[config.mk]
export PLATFORM = sky130hd
export DESIGN_NAME = matmul_mem_master
export DESIGN_NICKNAME = d
export VERILOG_FILES = /design/src/rtl/matmul_pkg.sv /design/src/rtl/matmul_addr_gen.sv /design/src/rtl/matmul_mem_master.sv
export SDC_FILE = /design/constraint.sdc
export NUM_CORES = 2
export LEC_CHECK = 0
export ABC_AREA = 1
export CORE_UTILIZATION = 35
export DETAILED_ROUTE_END_ITERATION = 7
export GPL_TIMING_DRIVEN = 0
export PLACE_DENSITY_LB_ADDON = 0.25
export SLEW_MARGIN = 40
export SYNTH_ARGS = -nofsm -noshare
export SYNTH_HDL_FRONTEND = slang
export SYNTH_SLANG_ARGS = --single-unit
[constraint.sdc]
create_clock -name clk -period 9.6 [get_ports clk]
set_input_delay 1.44 -clock clk [delete_from_list [all_inputs] [get_ports clk]]
set_output_delay 1.44 -clock clk [all_outputs]
set_load 0.05 [all_outputs]
[src/rtl/matmul_pkg.sv]
// Shared types and constants for the matrix-multiply memory master.
package matmul_pkg;

  typedef enum logic [2:0] {
    IDLE = 3'd0,
    RD_A = 3'd1,
    RD_B = 3'd2,
    MAC  = 3'd3,
    WR_C = 3'd4,
    DONE = 3'd5
  } state_t;

  localparam int          WORD_BYTES = 4;
  localparam logic [16:0] A_BASE_DEF = 17'h00200;
  localparam logic [16:0] B_BASE_DEF = 17'h00300;
  localparam logic [16:0] C_BASE_DEF = 17'h00100;

  // Counter width for an index 0..n-1; never narrower than one bit.
  function automatic int cnt_w(input int n);
    return ($clog2(n) < 1) ? 1 : $clog2(n);
  endfunction

endpackage

[src/rtl/matmul_addr_gen.sv]
// Combinational byte-address generator: picks A[i][k], B[k][j] or C[i][j] by state.
module matmul_addr_gen
  import matmul_pkg::*;
#(
  parameter int                N      = 3,
  parameter int                ADDR_W = 17,
  parameter int                CNT_W  = 2,
  parameter logic [ADDR_W-1:0] A_BASE = A_BASE_DEF,
  parameter logic [ADDR_W-1:0] B_BASE = B_BASE_DEF,
  parameter logic [ADDR_W-1:0] C_BASE = C_BASE_DEF
) (
  input  state_t             state,
  input  logic [CNT_W-1:0]   i,
  input  logic [CNT_W-1:0]   j,
  input  logic [CNT_W-1:0]   k,
  output logic [ADDR_W-1:0]  addr
);

  // Row-major byte offset, truncated to the address width.
  function automatic logic [ADDR_W-1:0] offs(input logic [CNT_W-1:0] r,
                                             input logic [CNT_W-1:0] c);
    int idx;
    idx = int'(r) * N + int'(c);
    return ADDR_W'(idx * WORD_BYTES);
  endfunction

  always_comb begin
    addr = '0;
    case (state)
      RD_A:    addr = A_BASE + offs(i, k);
      RD_B:    addr = B_BASE + offs(k, j);
      WR_C:    addr = C_BASE + offs(i, j);
      default: addr = '0;
    endcase
  end

endmodule

[src/rtl/matmul_mem_master.sv]
// Memory-port initiator computing C = A x B one element at a time (read A, read B, MAC; write C).
module matmul_mem_master
  import matmul_pkg::*;
#(
  parameter int                N      = 3,
  parameter int                ADDR_W = 17,
  parameter int                DATA_W = 32,
  parameter logic [ADDR_W-1:0] A_BASE = A_BASE_DEF,
  parameter logic [ADDR_W-1:0] B_BASE = B_BASE_DEF,
  parameter logic [ADDR_W-1:0] C_BASE = C_BASE_DEF
) (
  input  logic              clk,
  input  logic              reset,
  input  logic              start,
  output logic              busy,
  output logic              done,
  output logic              mem_read,
  output logic              mem_write,
  output logic [ADDR_W-1:0] mem_addr,
  output logic [DATA_W-1:0] mem_wdata,
  input  logic [DATA_W-1:0] mem_rdata
);

  localparam int               CNT_W = cnt_w(N);
  localparam logic [CNT_W-1:0] LAST  = CNT_W'(N - 1);

  state_t             state;
  logic [CNT_W-1:0]   i, j, k;
  logic [DATA_W-1:0]  acc, a_reg, b_reg;
  logic [ADDR_W-1:0]  addr;

  always_ff @(posedge clk) begin
    if (reset) begin
      state <= IDLE;
      i     <= '0;
      j     <= '0;
      k     <= '0;
      acc   <= '0;
      a_reg <= '0;
      b_reg <= '0;
    end else begin
      case (state)
        IDLE: if (start) state <= RD_A;
        RD_A: begin
          a_reg <= mem_rdata;
          state <= RD_B;
        end
        RD_B: begin
          b_reg <= mem_rdata;
          state <= MAC;
        end
        MAC: begin
          // Product keeps only the low DATA_W bits; acc wraps silently.
          acc <= acc + a_reg * b_reg;
          if (k == LAST) begin
            k     <= '0;
            state <= WR_C;
          end else begin
            k     <= k + 1'b1;
            state <= RD_A;
          end
        end
        WR_C: begin
          acc <= '0;
          if (j == LAST) begin
            j <= '0;
            if (i == LAST) begin
              i     <= '0;
              state <= DONE;
            end else begin
              i     <= i + 1'b1;
              state <= RD_A;
            end
          end else begin
            j     <= j + 1'b1;
            state <= RD_A;
          end
        end
        DONE:    state <= IDLE;
        default: state <= IDLE;
      endcase
    end
  end

  matmul_addr_gen #(
    .N(N), .ADDR_W(ADDR_W), .CNT_W(CNT_W),
    .A_BASE(A_BASE), .B_BASE(B_BASE), .C_BASE(C_BASE)
  ) u_addr_gen (
    .state(state), .i(i), .j(j), .k(k), .addr(addr)
  );

  // Moore decode straight off the state register; addr_gen already zeroes idle cycles.
  assign mem_read  = (state == RD_A) || (state == RD_B);
  assign mem_write = (state == WR_C);
  assign mem_addr  = addr;
  assign mem_wdata = (state == WR_C) ? acc : '0;
  assign busy      = (state != IDLE) && (state != DONE);
  assign done      = (state == DONE);

endmodule

==> reports/qor.csv <==
stage;metric;value;unit
synthesis;EDFF count, synth;0;
placement;placed instance count;3986;
routing;Starting DRT DRC Count;1506;
synthesis;area share of the largest cell type after synthesis;0.3959;
clocking;Num CTS Buffers;9;
timing;post-layout minimum cycle time;8.285;ns
routing;Avg Vias per Cell;4.647;
worst_setup_path;Crit. End Element;flip-flop;
hold_path;Worst Hold Class;flip-flop to flip-flop;
timing;final worst path period share;0.8630;
layout;final non-filler cell total;4002;
timing;worst slew pin tran;0.9172;ns
worst_setup_path;worst-path fanout max;10;
routing;via count;18600;
synthesis;asr flop ratio synth;0;
synthesis;largest cells by area after synthesis;fa_1 (40%), inv_1 (15%), nand2_1 (13%);
worst_setup_path;Crit Path Class;flip-flop to flip-flop;
placement;hpwl dp;60.97;mm
global_route;initial antenna violation count;0;
layout;most frequent cells in the layout;inv_1 (910), nand2_1 (765), fa_1 (440), nor2_1 (195), ha_1 (137);
layout;Util after Layout;0.3882;
worst_setup_path;Reg2Reg Launch Point;a_reg[13]$_SDFFE_PP0P_;
synthesis;sequential area share after synthesis;0.09448;
timing;fmax;120.7;MHz
die;Die W;254.1;um
synthesis;Cell variety after synth;47;
hold_path;critical hold path startpoint;acc[25]$_SDFFE_PP0P_;
worst_setup_path;reg-to-reg critical path endpoint;acc[26]$_SDFFE_PP0P_;
power;Power per Cell Area;122.2;nW/um^2
clocking;post-cts resize count;0;
clocking;Setup Fix Bufs, Post-CTS;0;
clocking;clk_lat worst skew;0.40;ns
power;power consumption;2.988;mW
clocking;clk root buf;clkbuf_16;
placement;Port Buffer Count;76;
clocking;CTS sink cnt;105;
worst_setup_path;critical path launch point type;flip-flop;
layout;Area Growth Syn to Fin;9.870;%
clocking;H-tree depth;3;
global_route;GRT Total Usage;0.2361;
global_route;vias in the first global route;18310;
routing;Pre-antenna DRT Iters;5;
die;Die H;254.1;um
die;I/O pin total;88;
synthesis;syn_area_per_cell;7.285;um^2
run;max-cap viol count;0;
layout;most common cell after layout, fill and taps aside;inv_1;
die;Starting Density;0.3533;
power;Static Leak;14.44;nW
worst_setup_path;R2R setup slack;1.32;ns
routing;DRC Markers;0;
synthesis;cells after synthesis;3054;
routing;DRT Wirelength;73.28;mm
routing;WL per Instance;18.31;um
placement;GPL Wtd Cong;0.9256;
global_route;pin count of the biggest net entering global routing;21;
layout;n_diodes;0;
synthesis;Post-synth top flop;dfxtp_1;
synthesis;Warnings, synthesis;0;
layout;fraction of layout cells with a size suffix above 1;0.03454;
layout;layout net count;3763;
timing;Max-slew headroom;0.3886;
worst_setup_path;WP data required;9.83;ns
worst_setup_path;reg2reg path depth;27;
clocking;Reg clk slew, reported paths;0.09;ns
worst_setup_path;WP data arrival;8.52;ns
timing;Clock Skews;0.01802;ns
global_route;first-pass GRT wire length;111.7;mm
global_route;global route total overflow;0;
outcome;outcome;completed;
layout;flip-flop and latch area;2102;um^2
die;Core Box Area;62970;um^2
synthesis;Synth Register Bits;105;
routing;post-route ant nets;0;
synthesis;Yosys top cell by area;fa_1;
die;row count;92;
synthesis;synthesized area;22250;um^2
hold_path;WHS Endpoint;acc[25]$_SDFFE_PP0P_;
hold_path;WHS Path Cells;2;
power;Peak VDD IR;0.1061;mV
clocking;CTS tree;done;
timing;unrepaired setup endpoints after global routing;no;
layout;filler instances;6809;
clocking;hold_buf cts;0;
die;Die Area;64580;um^2
clocking;buffer depth of the longest clock path;2;
timing;Setup TNS;0;ns
layout;area of the multi-input gates;16060;um^2
timing;Fin. Hold Viols;0;
timing;setup violators final;0;
timing;Final Max Slew Viols;0;
## routing by layer
layer / vias up / global-route usage / wire, um
met5: - / 0 / 0
met4: 0 / 0.06609 / 2067
met3: 79 / 0.03411 / 5054
met2: 593 / 0.3959 / 34960
met1: 9139 / 0.3162 / 31210
li1: 8786 / - / -
## report_power, final
part	internal [mW]	switching, mW
Combinational	0.640	1.39
Clock	0.192	0.221
Sequential	0.489	0.0583
Total	1.32	1.67
## Yosys cell counts, drive strengths merged (4+ instances only)
cell / instances
inv: 917
nand2: 772
fa: 440
nor2: 196
ha: 137
o21ai: 111
dfxtp: 105
clkbuf: 95
a21oi: 90
nand3: 60
buf: 59
nand3b: 9
nor3: 9
xor2: 9
nand4: 8
or2: 7
a21o: 5
clkinv: 4
## layout make-up
| class | instances | share of cell area |
|---|---|---|
| clock inverter | 6 | 0.002611 |
| timing repair buffer | 77 | 0.03143 |
| multi-input combinational | 1883 | 0.6571 |
| inverter | 921 | 0.1414 |
| clock buffer | 10 | 0.009777 |
| sequential | 105 | 0.08600 |
| buffer | 154 | 0.02836 |
| tap | 846 | 0.04330 |
## worst max path at each step
stage / start / to / slack [ns] / cells past startpoint
finish: a_reg[13]$_SDFFE_PP0P_ / acc[26]$_SDFFE_PP0P_ / 1.32 / 27
global route: a_reg[13]$_SDFFE_PP0P_ / acc[24]$_SDFFE_PP0P_ / 0.93 / 30
CTS: a_reg[13]$_SDFFE_PP0P_ / acc[26]$_SDFFE_PP0P_ / 1.37 / 27
detailed placement: a_reg[13]$_SDFFE_PP0P_ / acc[26]$_SDFFE_PP0P_ / 1.41 / 27
global placement: a_reg[4]$_SDFFE_PP0P_ / acc[29]$_SDFFE_PP0P_ / 1.41 / 29
floorplan: a_reg[13]$_SDFFE_PP0P_ / acc[27]$_SDFFE_PP0P_ / 3.09 / 26
## critical path, stage by stage (launching register included)
cell      delay [ns]
dfxtp_1         0.33
clkbuf_1        0.61
clkbuf_1        0.63
nand2_1         0.12
inv_1           0.10
fa_1            0.44
fa_1            0.49
fa_1            0.52
inv_1           0.05
fa_1            0.47
inv_1           0.05
fa_1            0.48
fa_1            0.53
fa_1            0.51
inv_1           0.07
fa_1            0.51
inv_1           0.05
ha_1            0.38
a21oi_1         0.29
o21ai_0         0.16
a21oi_1         0.29
nand3_1         0.27
nand3_1         0.13
nand2_1         0.12
nand2_1         0.09
nand2_1         0.06
o21ai_0         0.25
a21oi_1         0.11
## per-stage QoR
stage	hold WS, ns	instance area, um^2	setup slack, ns
2_1_floorplan	0.4401	22280	3.089
3_3_place_gp	0.4513	24100	1.408
3_5_place_dp	0.4554	24140	1.406
4_1_cts	0.4688	24440	1.375
5_1_grt	0.4947	24440	0.9267
6_report	0.4692	24440	1.315
## cell families after synthesis
| family | synth area share |
|---|---|
| AOI/OAI and AO/OA | 0.05281 |
| xor gates and xnor gates | 0.004725 |
| adders and majority gates | 0.4730 |
| buffers and inverters | 0.1854 |
| DFF | 0.09448 |
| other | 0.0001686 |
| and+or+nand+nor | 0.1895 |
Power figures use the tool's default switching activity.
